==> src/rtl/simd_pkg.sv <==
// simd_pkg: opcode encoding and shared constants for the SIMD issue path.
// Contents:
//   opcode_e     - lane operation encoding driven onto simd_core
//   OP_LAST      - highest legal opcode value
//   ILLEGAL_FILL - per-lane value simd_core returns for an illegal opcode
//   is_legal_op  - 1 when an opcode is one the core implements
package simd_pkg;

  typedef enum logic [2:0] {
    OP_ADD = 3'd0,
    OP_SUB = 3'd1,
    OP_AND = 3'd2,
    OP_OR  = 3'd3,
    OP_MUL = 3'd4
  } opcode_e;

  localparam logic [2:0]  OP_LAST      = 3'd4;
  localparam logic [31:0] ILLEGAL_FILL = 32'hDEADBEEF;

  function automatic logic is_legal_op(input logic [2:0] op);
    return (op <= OP_LAST);
  endfunction

endpackage

==> src/rtl/rr_arbiter.sv <==
// rr_arbiter: round-robin arbiter over N eligible requesters.
// Ports:
//   clk, rst   - clock, synchronous active-high reset
//   eligible   - per-requester eligibility for this cycle
//   grant      - one-hot grant (all zero when nobody is eligible)
//   grant_idx  - index of the granted requester (0 when no grant)
//   grant_any  - 1 when some requester is granted this cycle
// The pointer holds the last granted index; the search starts one past it,
// so after reset (pointer = N-1) requester 0 has top priority.
module rr_arbiter #(
  parameter int N = 2,
  localparam int IW = (N > 1) ? $clog2(N) : 1
) (
  input  logic          clk,
  input  logic          rst,
  input  logic [N-1:0]  eligible,
  output logic [N-1:0]  grant,
  output logic [IW-1:0] grant_idx,
  output logic          grant_any
);

  logic [IW-1:0] ptr_r;

  // Search upward from ptr+1 with wrap; the first eligible requester wins.
  always_comb begin
    int c;
    c         = 0;
    grant     = '0;
    grant_idx = '0;
    grant_any = 1'b0;
    for (int k = 1; k <= N; k++) begin
      c = int'(ptr_r) + k;
      if (c >= N) begin
        c = c - N;
      end else begin
        c = c;
      end
      if (!grant_any && eligible[c[IW-1:0]]) begin
        grant_any               = 1'b1;
        grant_idx               = c[IW-1:0];
        grant[c[IW-1:0]]        = 1'b1;
      end else begin
        grant_any = grant_any;
      end
    end
  end

  // Pointer register: remembers the most recent winner.
  always_ff @(posedge clk) begin
    if (rst) begin
      ptr_r <= IW'(N - 1);
    end else if (grant_any) begin
      ptr_r <= grant_idx;
    end else begin
      ptr_r <= ptr_r;
    end
  end

endmodule

==> src/rtl/simd_issue_arbiter.sv <==
// simd_issue_arbiter: shares one simd_core between NREQ vector requesters.
// Ports:
//   clk, rst                     - clock, synchronous active-high reset
//   req_valid/req_ready          - request handshake per requester (ready = grant)
//   req_opcode/req_a/req_b       - per-requester operation and operand vectors
//   core_opcode/core_a/core_b    - registered operation presented to simd_core
//   core_r                       - simd_core result (one cycle after core_* change)
//   rsp_valid/rsp_ready          - per-requester response handshake
//   rsp_data/rsp_err             - lane results and illegal-opcode flag
//   issued_cnt                   - grants since reset, wraps modulo 2^CNTW
// Flow: grant in cycle t -> core_* at t+1 (S1) -> core_r at t+2 (S2) ->
// captured into the owner's response buffer, visible from t+3.
module simd_issue_arbiter
  import simd_pkg::*;
#(
  parameter int WIDTH = 32,
  parameter int LANES = 4,
  parameter int NREQ  = 2,
  parameter int CNTW  = 16
) (
  input  logic                                       clk,
  input  logic                                       rst,
  input  logic [NREQ-1:0]                            req_valid,
  output logic [NREQ-1:0]                            req_ready,
  input  logic [NREQ-1:0][2:0]                       req_opcode,
  input  logic signed [NREQ-1:0][LANES-1:0][WIDTH-1:0] req_a,
  input  logic signed [NREQ-1:0][LANES-1:0][WIDTH-1:0] req_b,
  output logic [2:0]                                 core_opcode,
  output logic signed [LANES-1:0][WIDTH-1:0]         core_a,
  output logic signed [LANES-1:0][WIDTH-1:0]         core_b,
  input  logic signed [LANES-1:0][WIDTH-1:0]         core_r,
  output logic [NREQ-1:0]                            rsp_valid,
  input  logic [NREQ-1:0]                            rsp_ready,
  output logic signed [NREQ-1:0][LANES-1:0][WIDTH-1:0] rsp_data,
  output logic [NREQ-1:0]                            rsp_err,
  output logic [CNTW-1:0]                            issued_cnt
);

  localparam int IW = (NREQ > 1) ? $clog2(NREQ) : 1;
  localparam logic [NREQ-1:0] ONE_HOT0 = {{(NREQ-1){1'b0}}, 1'b1};

  logic            s1_valid_r, s2_valid_r;
  logic [IW-1:0]   s1_id_r, s2_id_r;
  logic            s1_err_r, s2_err_r;
  logic [NREQ-1:0] busy_s, eligible_s, grant_s;
  logic [IW-1:0]   grant_idx_s;
  logic            grant_any_s;

  // A requester with an op in S1/S2 or an unconsumed response may not issue,
  // which guarantees its response buffer is free at capture time.
  always_comb begin
    busy_s = rsp_valid;
    if (s1_valid_r) begin
      busy_s = busy_s | (ONE_HOT0 << s1_id_r);
    end else begin
      busy_s = busy_s;
    end
    if (s2_valid_r) begin
      busy_s = busy_s | (ONE_HOT0 << s2_id_r);
    end else begin
      busy_s = busy_s;
    end
    if (rst) begin
      eligible_s = '0;
    end else begin
      eligible_s = req_valid & ~busy_s;
    end
  end

  rr_arbiter #(.N(NREQ)) u_rr (
    .clk       (clk),
    .rst       (rst),
    .eligible  (eligible_s),
    .grant     (grant_s),
    .grant_idx (grant_idx_s),
    .grant_any (grant_any_s)
  );

  assign req_ready = grant_s;

  // Issue stage (S1) and in-flight tracking through the core latency (S2).
  always_ff @(posedge clk) begin
    if (rst) begin
      core_opcode <= 3'd0;
      core_a      <= '0;
      core_b      <= '0;
      s1_valid_r  <= 1'b0;
      s1_id_r     <= '0;
      s1_err_r    <= 1'b0;
      s2_valid_r  <= 1'b0;
      s2_id_r     <= '0;
      s2_err_r    <= 1'b0;
      issued_cnt  <= '0;
    end else begin
      if (grant_any_s) begin
        core_opcode <= req_opcode[grant_idx_s];
        core_a      <= req_a[grant_idx_s];
        core_b      <= req_b[grant_idx_s];
        s1_valid_r  <= 1'b1;
        s1_id_r     <= grant_idx_s;
        s1_err_r    <= !is_legal_op(req_opcode[grant_idx_s]);
        issued_cnt  <= issued_cnt + CNTW'(1);
      end else begin
        core_opcode <= core_opcode;
        core_a      <= core_a;
        core_b      <= core_b;
        s1_valid_r  <= 1'b0;
        s1_id_r     <= s1_id_r;
        s1_err_r    <= s1_err_r;
        issued_cnt  <= issued_cnt;
      end
      s2_valid_r <= s1_valid_r;
      s2_id_r    <= s1_id_r;
      s2_err_r   <= s1_err_r;
    end
  end

  // Per-requester response buffers: capture from S2, hold until handshake.
  always_ff @(posedge clk) begin
    if (rst) begin
      rsp_valid <= '0;
      rsp_err   <= '0;
      rsp_data  <= '0;
    end else begin
      for (int i = 0; i < NREQ; i++) begin
        if (s2_valid_r && (s2_id_r == IW'(i))) begin
          rsp_valid[i] <= 1'b1;
          rsp_data[i]  <= core_r;
          rsp_err[i]   <= s2_err_r;
        end else if (rsp_valid[i] && rsp_ready[i]) begin
          rsp_valid[i] <= 1'b0;
        end else begin
          rsp_valid[i] <= rsp_valid[i];
        end
      end
    end
  end

endmodule

==> config.mk <==
export PLATFORM = sky130hd
export DESIGN_NAME = simd_issue_arbiter
export DESIGN_NICKNAME = d
export VERILOG_FILES = /design/src/rtl/simd_pkg.sv /design/src/rtl/rr_arbiter.sv /design/src/rtl/simd_issue_arbiter.sv
export SDC_FILE = /design/constraint.sdc
export NUM_CORES = 1
export LEC_CHECK = 0
export CAP_MARGIN = 5
export CELL_PAD_IN_SITES_DETAIL_PLACEMENT = 1
export CELL_PAD_IN_SITES_GLOBAL_PLACEMENT = 1
export CORE_AREA = 3 3 461 463
export CTS_CLUSTER_DIAMETER = 150
export DETAILED_ROUTE_END_ITERATION = 7
export DIE_AREA = 0 0 464 466
export PLACE_DENSITY = 0.33
export SLEW_MARGIN = 20
export SYNTH_ARGS = -nofsm -noshare
export SYNTH_HDL_FRONTEND = slang
export SYNTH_SLANG_ARGS = --single-unit
==> constraint.sdc <==
create_clock -name clk -period 5.45 [get_ports clk]
set_clock_uncertainty 0.1 [all_clocks]
set_input_delay 1.09 -clock clk [delete_from_list [all_inputs] [get_ports clk]]
set_output_delay 1.09 -clock clk [all_outputs]
set_load 0.02 [all_outputs]
; ---- Word level (Yosys, flattened, before mapping)
; Index checks and enable logic that the tools add are counted.
; W data, S select, Z words.
[op_classes]
shift = 2
order_cmp = 8
muxes = 30
bitwise_logic = 6
n_reduce_logical = 11
addsub = 5
[ops]
columns = operator, n
row1 = $mux W128, 4
row2 = $mux W1, 17
row3 = $add A16 B1 Y16 const B, 1
row4 = $mux W2, 5
row5 = $logic_and A1 B1 Y1, 7
row6 = $lt A1 B2 Y1 const B, 3
row7 = $mux W3, 2
row8 = $or A2 B2 Y2, 3
row9 = $reduce_bool A2 Y1, 2
row10 = $shl A1 B1 Y2 const A, 2
row11 = $add A1 B2 Y3 const B, 1
row12 = $ge A3 B2 Y1 const B, 1
row13 = $le A3 B3 Y1 const B, 1
row14 = $add A1 B1 Y2 const B, 1
row15 = $and A2 B2 Y2, 1
row16 = $demux W1 S1, 2
row17 = $ge A1 B1 Y1 const B, 2
row18 = $ge A2 B2 Y1 const B, 1
row19 = $logic_not A1 Y1, 2
row20 = $not A2 Y2, 1
row21 = $sub A1 B1 Y1 const B, 2
row22 = $not A1 Y1, 1
[totals]
word_cells = 91
input_bits = 652
regBits = 542

; ---- Logic depth before layout (Yosys ltp)
; Gate-level depths: netlist of the first run.
[logic_depth]
depth_word = 18
mapped_depth = 10

; ---- Cells and area by module
; From an unflattened synthesis of the first run, not the netlist that was laid out.
[unflattened]
hier_cells = 2396
hier_area_um2 = 21080.2
[modules_own_cells]
columns = mod, n_inst, cells_each, seq_area_each_um2, area_each_um2
row1 = simd_issue_arbiter, 1, 2387, 10830.4, 21012.7
row2 = rr_arbiter, 1, 9, 20.0, 67.6

; ---- Worst setup path before layout of the first run
; No wires, ideal clock.
[synth_timing]
path_type = input to output
startpoint = in rst
endpoint = out req_ready[1]
t_arrival_ps = 2086
path_stages = 7
n_path_buf = 4
t_required_ps = 4260
slack_ps = 2174
path_cell_list = nor2_1 and4_1 buf_6 a21oi_2 buf_6 buf_6 buf_6
[synth_via]
elab_chain_cells = 7
[synth_lines]
columns = item, line
row1 = start: declaration, simd_issue_arbiter.sv:22  ; input logic rst,
row2 = $mux W2 *, simd_issue_arbiter.sv:63  ; if (rst) begin
row3 = $mux W1 (implied by the code) (2 in series), rr_arbiter.sv:38  ; if (!grant_any && eligible[c[IW-1:0]]) begin
row4 = $mux W1, rr_arbiter.sv:38
row5 = $logic_not A1 Y1, rr_arbiter.sv:38
row6 = $logic_and A1 B1 Y1, rr_arbiter.sv:38
row7 = $mux W2 *, rr_arbiter.sv:38
row8 = end: declaration, simd_issue_arbiter.sv:24  ; output logic [NREQ-1:0] req_ready,
; Every way passes the cells marked *; elsewhere a longest branch is shown, timed or not. The select of a mux whose other input is x is not followed.

; ---- Final worst setup path of the first run
[layout_timing]
startpoint = in req_valid[0]
endpoint = out req_ready[0]
[layout_via]
elab_chain_cells = 8
[layout_lines]
columns = item, line
row1 = start: declaration, simd_issue_arbiter.sv:23  ; input logic [NREQ-1:0] req_valid,
row2 = $and A2 B2 Y2 *, simd_issue_arbiter.sv:66  ; eligible_s = req_valid & ~busy_s;
row3 = $mux W2 *, simd_issue_arbiter.sv:63
row4 = $mux W1 (implied by the code) (2 in series), rr_arbiter.sv:38
row5 = $mux W1, rr_arbiter.sv:38
row6 = $logic_not A1 Y1, rr_arbiter.sv:38
row7 = $logic_and A1 B1 Y1, rr_arbiter.sv:38
row8 = $mux W2 *, rr_arbiter.sv:38
; Marked as above.

==> results of run 1 <==
## final cells by class
type,count,share of cell area
well taps,2805,0.09149
inverters,5,0.0008806
multi-input cells,1644,0.2348
diodes,24,0.001566
repair buffers,1216,0.3192
flip-flops and latches,542,0.2828
clock buffers,126,0.06520
clock inverters,16,0.004044
## path summary, 6_finish.rpt
kind	to	slack (ps)	cells past startpoint
setup / recovery	req_ready[0]	1200	4
hold / removal	rsp_data[243]	350	2
setup reg to reg	core_a[81]	2430	8
hold reg to reg	rsp_data[243]	350	2
## registers in the layout (all words and copies together), names as in the netlist
register / count
s1_valid_r: 1
s2_valid_r: 1
u_rr.ptr_r: 1
rsp_data: 256
issued_cnt: 16
core_a: 128
s1_err_r: 1
s2_id_r: 1
s2_err_r: 1
rsp_err: 2
core_b: 128
rsp_valid: 2
s1_id_r: 1
core_opcode: 3
## cell usage in the layout, fill, tap and decap left out, drive strengths merged, types with 2 or more instances in the layout
master,n
mux2i,259
a211oi,3
a2111oi,3
nand3,6
nand2,527
and2,2
and4,3
clkdlybuf4s50,1187
nand2b,4
xnor2,9
diode,24
nand4,4
clkinv,14
xor2,3
a21oi,781
dfxtp,542
buf,29
o21ai,4
clkbuf,126
nor2b,4
inv,5
nor2,22
## cell usage after synthesis, drive strengths merged (2+ instances only)
cell type,n
a21oi,781
dfxtp,542
nand2,527
mux2i,259
clkbuf,150
buf,55
nor2,22
xnor2,9
nand3,6
inv,5
nand2b,4
nand4,4
nor2b,4
o21ai,4
a2111oi,3
a211oi,3
and4,3
xor2,3
and2,2
## routing by layer
metal	vias up	global-route usage	share of wire
li1	10458	-	-
met1	10451	0.1437	0.38
met2	886	0.2369	0.49
met3	238	0.07559	0.11
met4	44	0.02501	0.019
met5	-	0	0.0018
## report_power, final
group | total [uW] | switching, uW | internal (uW) | leakage, uW
clock network | 5350 | 2160 | 3190 | 0.00131
registers | 4620 | 244 | 4370 | 0.00447
logic | 3010 | 1630 | 1390 | 0.00718
total | 13000 | 4030 | 8950 | 0.0130
## cell families after synthesis
kind of cell    after synthesis
flops                       542
fa+ha+maj                     1
xor+xnor                     12
mux                         259
simple gates                574
compound gates              798
buf+inv                     210
## critical path: stages
cell and delay [ps]:
clkdlybuf4s50_1 470, nand4_1 450, nor2_1 380, clkdlybuf4s50_1 660
## stage by stage
| step | power [uW] | utilization | cells | area (um^2) |
|---|---|---|---|---|
| detailed placement | 7774 | 0.1704 | 6212 | 35650 |
| global placement | 7781 | 0.1704 | 6212 | 35650 |
| finish | 12980 | 0.1834 | 6378 | 38360 |
| global route | 13710 | 0.1832 | 6359 | 38310 |
| floorplan | 5907 | - | 2396 | 20850 |
| CTS | 13380 | 0.1831 | 6354 | 38300 |
==> metrics.yaml, run 1 <==
ys.flop_type: "dfxtp_1"
vias: 22077
floorplan.rows: 168
synth_top_area_cell: "dfxtp_1"
postRouteAntennaNets: 0
numPortBuffers: 1188
post_cts_resize_count: 0
syn_avg_cell_area_um2: 8.704
peakVddDrop_v: 0.0002157
grt_pass1_vias: 23134
endpoint_kind: "output port"
post-cts-setup-buffers: 0
synth_fa_ha_area_frac: 0.0006000
worstMarginPinSlew_ps: 1090
grt_pass1_wl_mm: 204.7
ys_warn_count: 0
synth_area_mm2: 0.02085
p_per_area_mw_per_mm2: 338.4
overflow: 0
slew_headroom: 0.2730
final.period_utilization: 0.7792
remaining_drc_errors: 0
chipHeight_um: 466
synth-seq-cells: 542
slew_viol_final: 0
cts.sinks: 542
timing.hold.ws_ps: 351.6
setup_tns_ps: 0
clock_tree.root_cell: "clkbuf_16"
clk_latency_ps: 690
hp-start: "rsp_data[243]"
nNetsFinal: 4144
timing.rr.start: "s2_id_r"
pre_cts_ws_ps: 1208
muxShareOfSynthArea: 0.1243
hold_buffers: 0
max_freq_mhz: 235.5
regArea_mm2: 0.01085
cp.required_ps: 4260
p_leak_uw: 0.01296
drive_above_1_share: 0.04536
io_pins: 1189
routed_via_density: 3.461
multi_input_area_mm2: 0.009007
synthTopCellsByArea: "dfxtp_1 52%, a21oi_1 19%, mux2i_1 12%, nand2_1 9.5%, clkbuf_1 2.7%"
critPathMaxFanout: 12
cts_buffer_depth: 3
nFillCells: 24279
fin_crit_ps: 4246
synth-simple-area-share: 0.1064
cap_violations: 0
dieArea_mm2: 0.2162
start_kind: "input pin"
hold_class: "reg2reg"
status: "finished clean"
crit_arrival_ps: 3060
grt_usage: 0.1358
path_class: "in2out"
ys_seq_area_frac: 0.5203
wire_per_inst_um: 24.02
cts_tree: "built"
crit_path_start: "req_valid[0]"
firstDrtPassIters: 6
grt_max_degree: 157
rsz0062_at_grt: "false"
dp_hpwl_mm: 118.3
setup_slack_ps: 1204
core_mm2: 0.2092
drtIter0Drc: 749
syn_inst: 2396
yosysTopAreaCellShare: 0.5203
synth_edf_count: 0
hold_viol_final: 0
initial_core_util: 0.09971
synth_compound_area_frac: 0.1940
synth_top_family_by_area: "compound AO/OA/AOI/OAI gates"
gp_congestion: 0.7712
routed_wl_mm: 153.2
syn-num-nets: 3049
die_width_um: 464
h-tree-depth: 3
synth_cell_types: 36
synth_xor_area_frac: 0.005040
antenna_found_initial: 86
async_flop_share: 0
setup-violations-final: 0
cts_made_buffers: 82
clk_pin_slew_worst_paths_ps: 50
syn_to_final_growth_pct: 83.96
Power figures use the tool's default switching activity.
==> run 2: changes to the inputs <==
- CORE_AREA: 3 3 461 463 -> 3 3 464 466
- DIE_AREA: 0 0 464 466 -> 0 0 467 469
- clock period: 5.45 -> 4.01 ns (I/O delays scaled with it)
==> run 2 against run 1 <==
Via count decreased by 0.37%. Design area is 0.24% higher. Flip-flop and latch count stayed put. Largest power group unchanged. Non-clock buffer count increased by 24. Clock power grew 33%. Register-to-register slack worse by 1000 ps. Critical path depth grew 2. Global-route usage down 0.46 points. Worst hold slack worse by 20 ps. Sequential power up 36%. Sequential share of layout area fell by 0.069 points.
==> metrics.yaml, run 2 (synthesis results as in run 1) <==
status: "finished clean"
crit_family: "buffers and inverters"
fin_crit_ps: 3497
dp_hpwl_mm: 118.4  # about the same
path_buf_inv: 2  # unchanged
met1_usage: 0.1430  # -0.0006908
reg2reg_to: "core_b[117]"
worstMarginPinSlew_ps: 1149  # +58.54 ps
wire_per_inst_um: 23.77  # -1.1%
core_mm2: 0.2117  # +1.2%
rr_worst_depth: 7  # -1
cts_buffer_depth: 3  # unchanged
rsz0062_at_grt: "false"
peakVddDrop_v: 0.0002729  # +27%
post-cts-setup-buffers: 0  # unchanged
routed_wl_mm: 151.8  # -0.91%
slew_headroom: 0.2340  # -0.03903
numPortBuffers: 1188  # unchanged
hold_buffers: 0  # unchanged
nFillCells: 24595  # +1.3%
endpoint_kind: "output port"
drive_above_1_share: 0.04854  # +0.003176
vias: 21996  # -0.37%
finish.instance_area_mm2: 0.03846  # +0.24%
drtIter0Drc: 656  # -12%
total_power_uw: 17480  # +35%
gp_congestion: 0.7622  # -1.2%
grt_pass1_wl_mm: 198.8  # -2.8%
antenna_found_initial: 68  # -21%
fin_util: 0.1817  # -0.001735
setup-violations-final: 0  # unchanged
busiest_layer: "met2"
setup_tns_ps: 0  # unchanged
worstHoldEndpoint: "issued_cnt[14]"
top_register: "rsp_data"
max_freq_mhz: 286.0
cap_violations: 0  # unchanged
cp.required_ps: 3110  # -1150 ps
grt_max_degree: 156  # -0.64%
routed_via_density: 3.443  # -0.54%
hold_path_depth: 2  # unchanged
hp-start: "rst"
cts_made_buffers: 82  # unchanged
die_width_um: 467  # +0.65%
grt_usage: 0.1311  # -0.004620
postRouteAntennaNets: 0  # unchanged
grt_pass1_vias: 22655  # -2.1%
initial_core_util: 0.09852  # -0.001184
slowest_delay_ps: 660  # about the same
overflow: 0  # unchanged
path_class: "reg2out"
clk_pin_slew_worst_paths_ps: 50  # about the same
use_met3: 0.06435  # -0.01124
path_cells: "nand2_4 -> nand4_1 -> buf_4 -> nor2_1 -> nor2_1 -> clkdlybuf4s50_1"
clock_tree.root_cell: "clkbuf_16"
start_kind: "flip-flop"
firstDrtPassIters: 4  # -2
final_cell_mix: "1187 x clkdlybuf4s50_1, 780 x a21oi_1, 542 x dfxtp_1"
h-tree-depth: 3  # unchanged
cts_tree: "built"
syn_to_final_growth_pct: 84.41
crit_arrival_ps: 2590  # -470 ps
met2_usage: 0.2270  # -0.009897
timing.rr.start: "s2_valid_r"
critPathMostFrequentCell: "nor2_1"
p_leak_uw: 0.01304  # +0.58%
remaining_drc_errors: 0  # unchanged
hold_class: "in2reg"
clk_latency_ps: 670  # -20 ps
floorplan.rows: 169  # +0.60%
cts.sinks: 542  # unchanged
hold_viol_final: 0  # unchanged
nNetsFinal: 4168  # +0.58%
p_per_area_mw_per_mm2: 454.6  # +34%
cp_slowest_cell: "clkdlybuf4s50_1"
largest_reg_flops: 256  # unchanged
dieArea_mm2: 0.2190  # +1.3%
final_common_cell: "clkdlybuf4s50_1"
chipHeight_um: 469  # +0.64%
io_pins: 1189  # unchanged
critPathMaxFanout: 13  # +1
final.period_utilization: 0.8720
post_cts_resize_count: 0  # unchanged
reg.largest.list: "rsp_data x256, core_a x128, core_b x128"
r2r_slack_ps: 1420  # -1010 ps
slew_viol_final: 0  # unchanged
timing.hold.ws_ps: 331.5  # -20.09 ps
placed_cell_area_mm2: 0.03591  # +0.74%
==> run 2: layout make-up <==
type / instances / area (um^2) / share of cell area
Tap cell: 2821 / 3530 / 0.09178
Sequential cell: 542 / 10850 / 0.2822
Antenna cell: 4 / 10.01 / 0.0002603
Multi-Input combinational cell: 1644 / 9007 / 0.2342
Inverter: 5 / 33.78 / 0.0008785
Clock inverter: 10 / 118.9 / 0.003091
Timing Repair Buffer: 1240 / 12490 / 0.3247
Clock buffer: 123 / 2419 / 0.06289
==> run 2: worst max path at each step <==
stage	start	end	depth (start not counted)
after detailed placement	req_valid[1]	req_ready[0]	6
after global placement	req_valid[1]	req_ready[0]	6
final	s2_valid_r	req_ready[0]	6
after global routing	s2_valid_r	req_ready[0]	6
after floorplan	rst	req_ready[1]	7
after CTS	s2_valid_r	req_ready[0]	6
==> run 2: worst reg2reg max path, cell delays in order, from the launching register on <==
cell and delay, ps:
dfxtp_1 460, nand2b_4 120, and4_1 290, a21oi_4 270, buf_12 320, buf_4 550, mux2i_1 260, a21oi_1 80
==> run 2: metal layers <==
metal	part of all wire	up-vias
met2	0.49	877
met1	0.38	10362
met5	0.0019	-
met3	0.11	240
met4	0.020	46
li1	-	10471
==> run 2: stage by stage <==
step | std cells | worst slack, ps
after floorplan | 2396 | 1310
after global placement | 6252 | 541.3
after detailed placement | 6252 | 581.9
after CTS | 6385 | 375.4
after global routing | 6385 | 367.4
final | 6389 | 513.4
==> run 2: report_power, final <==
group	internal, uW	switching [uW]
clock network	4190	2910
registers	5940	348
logic	1910	2180
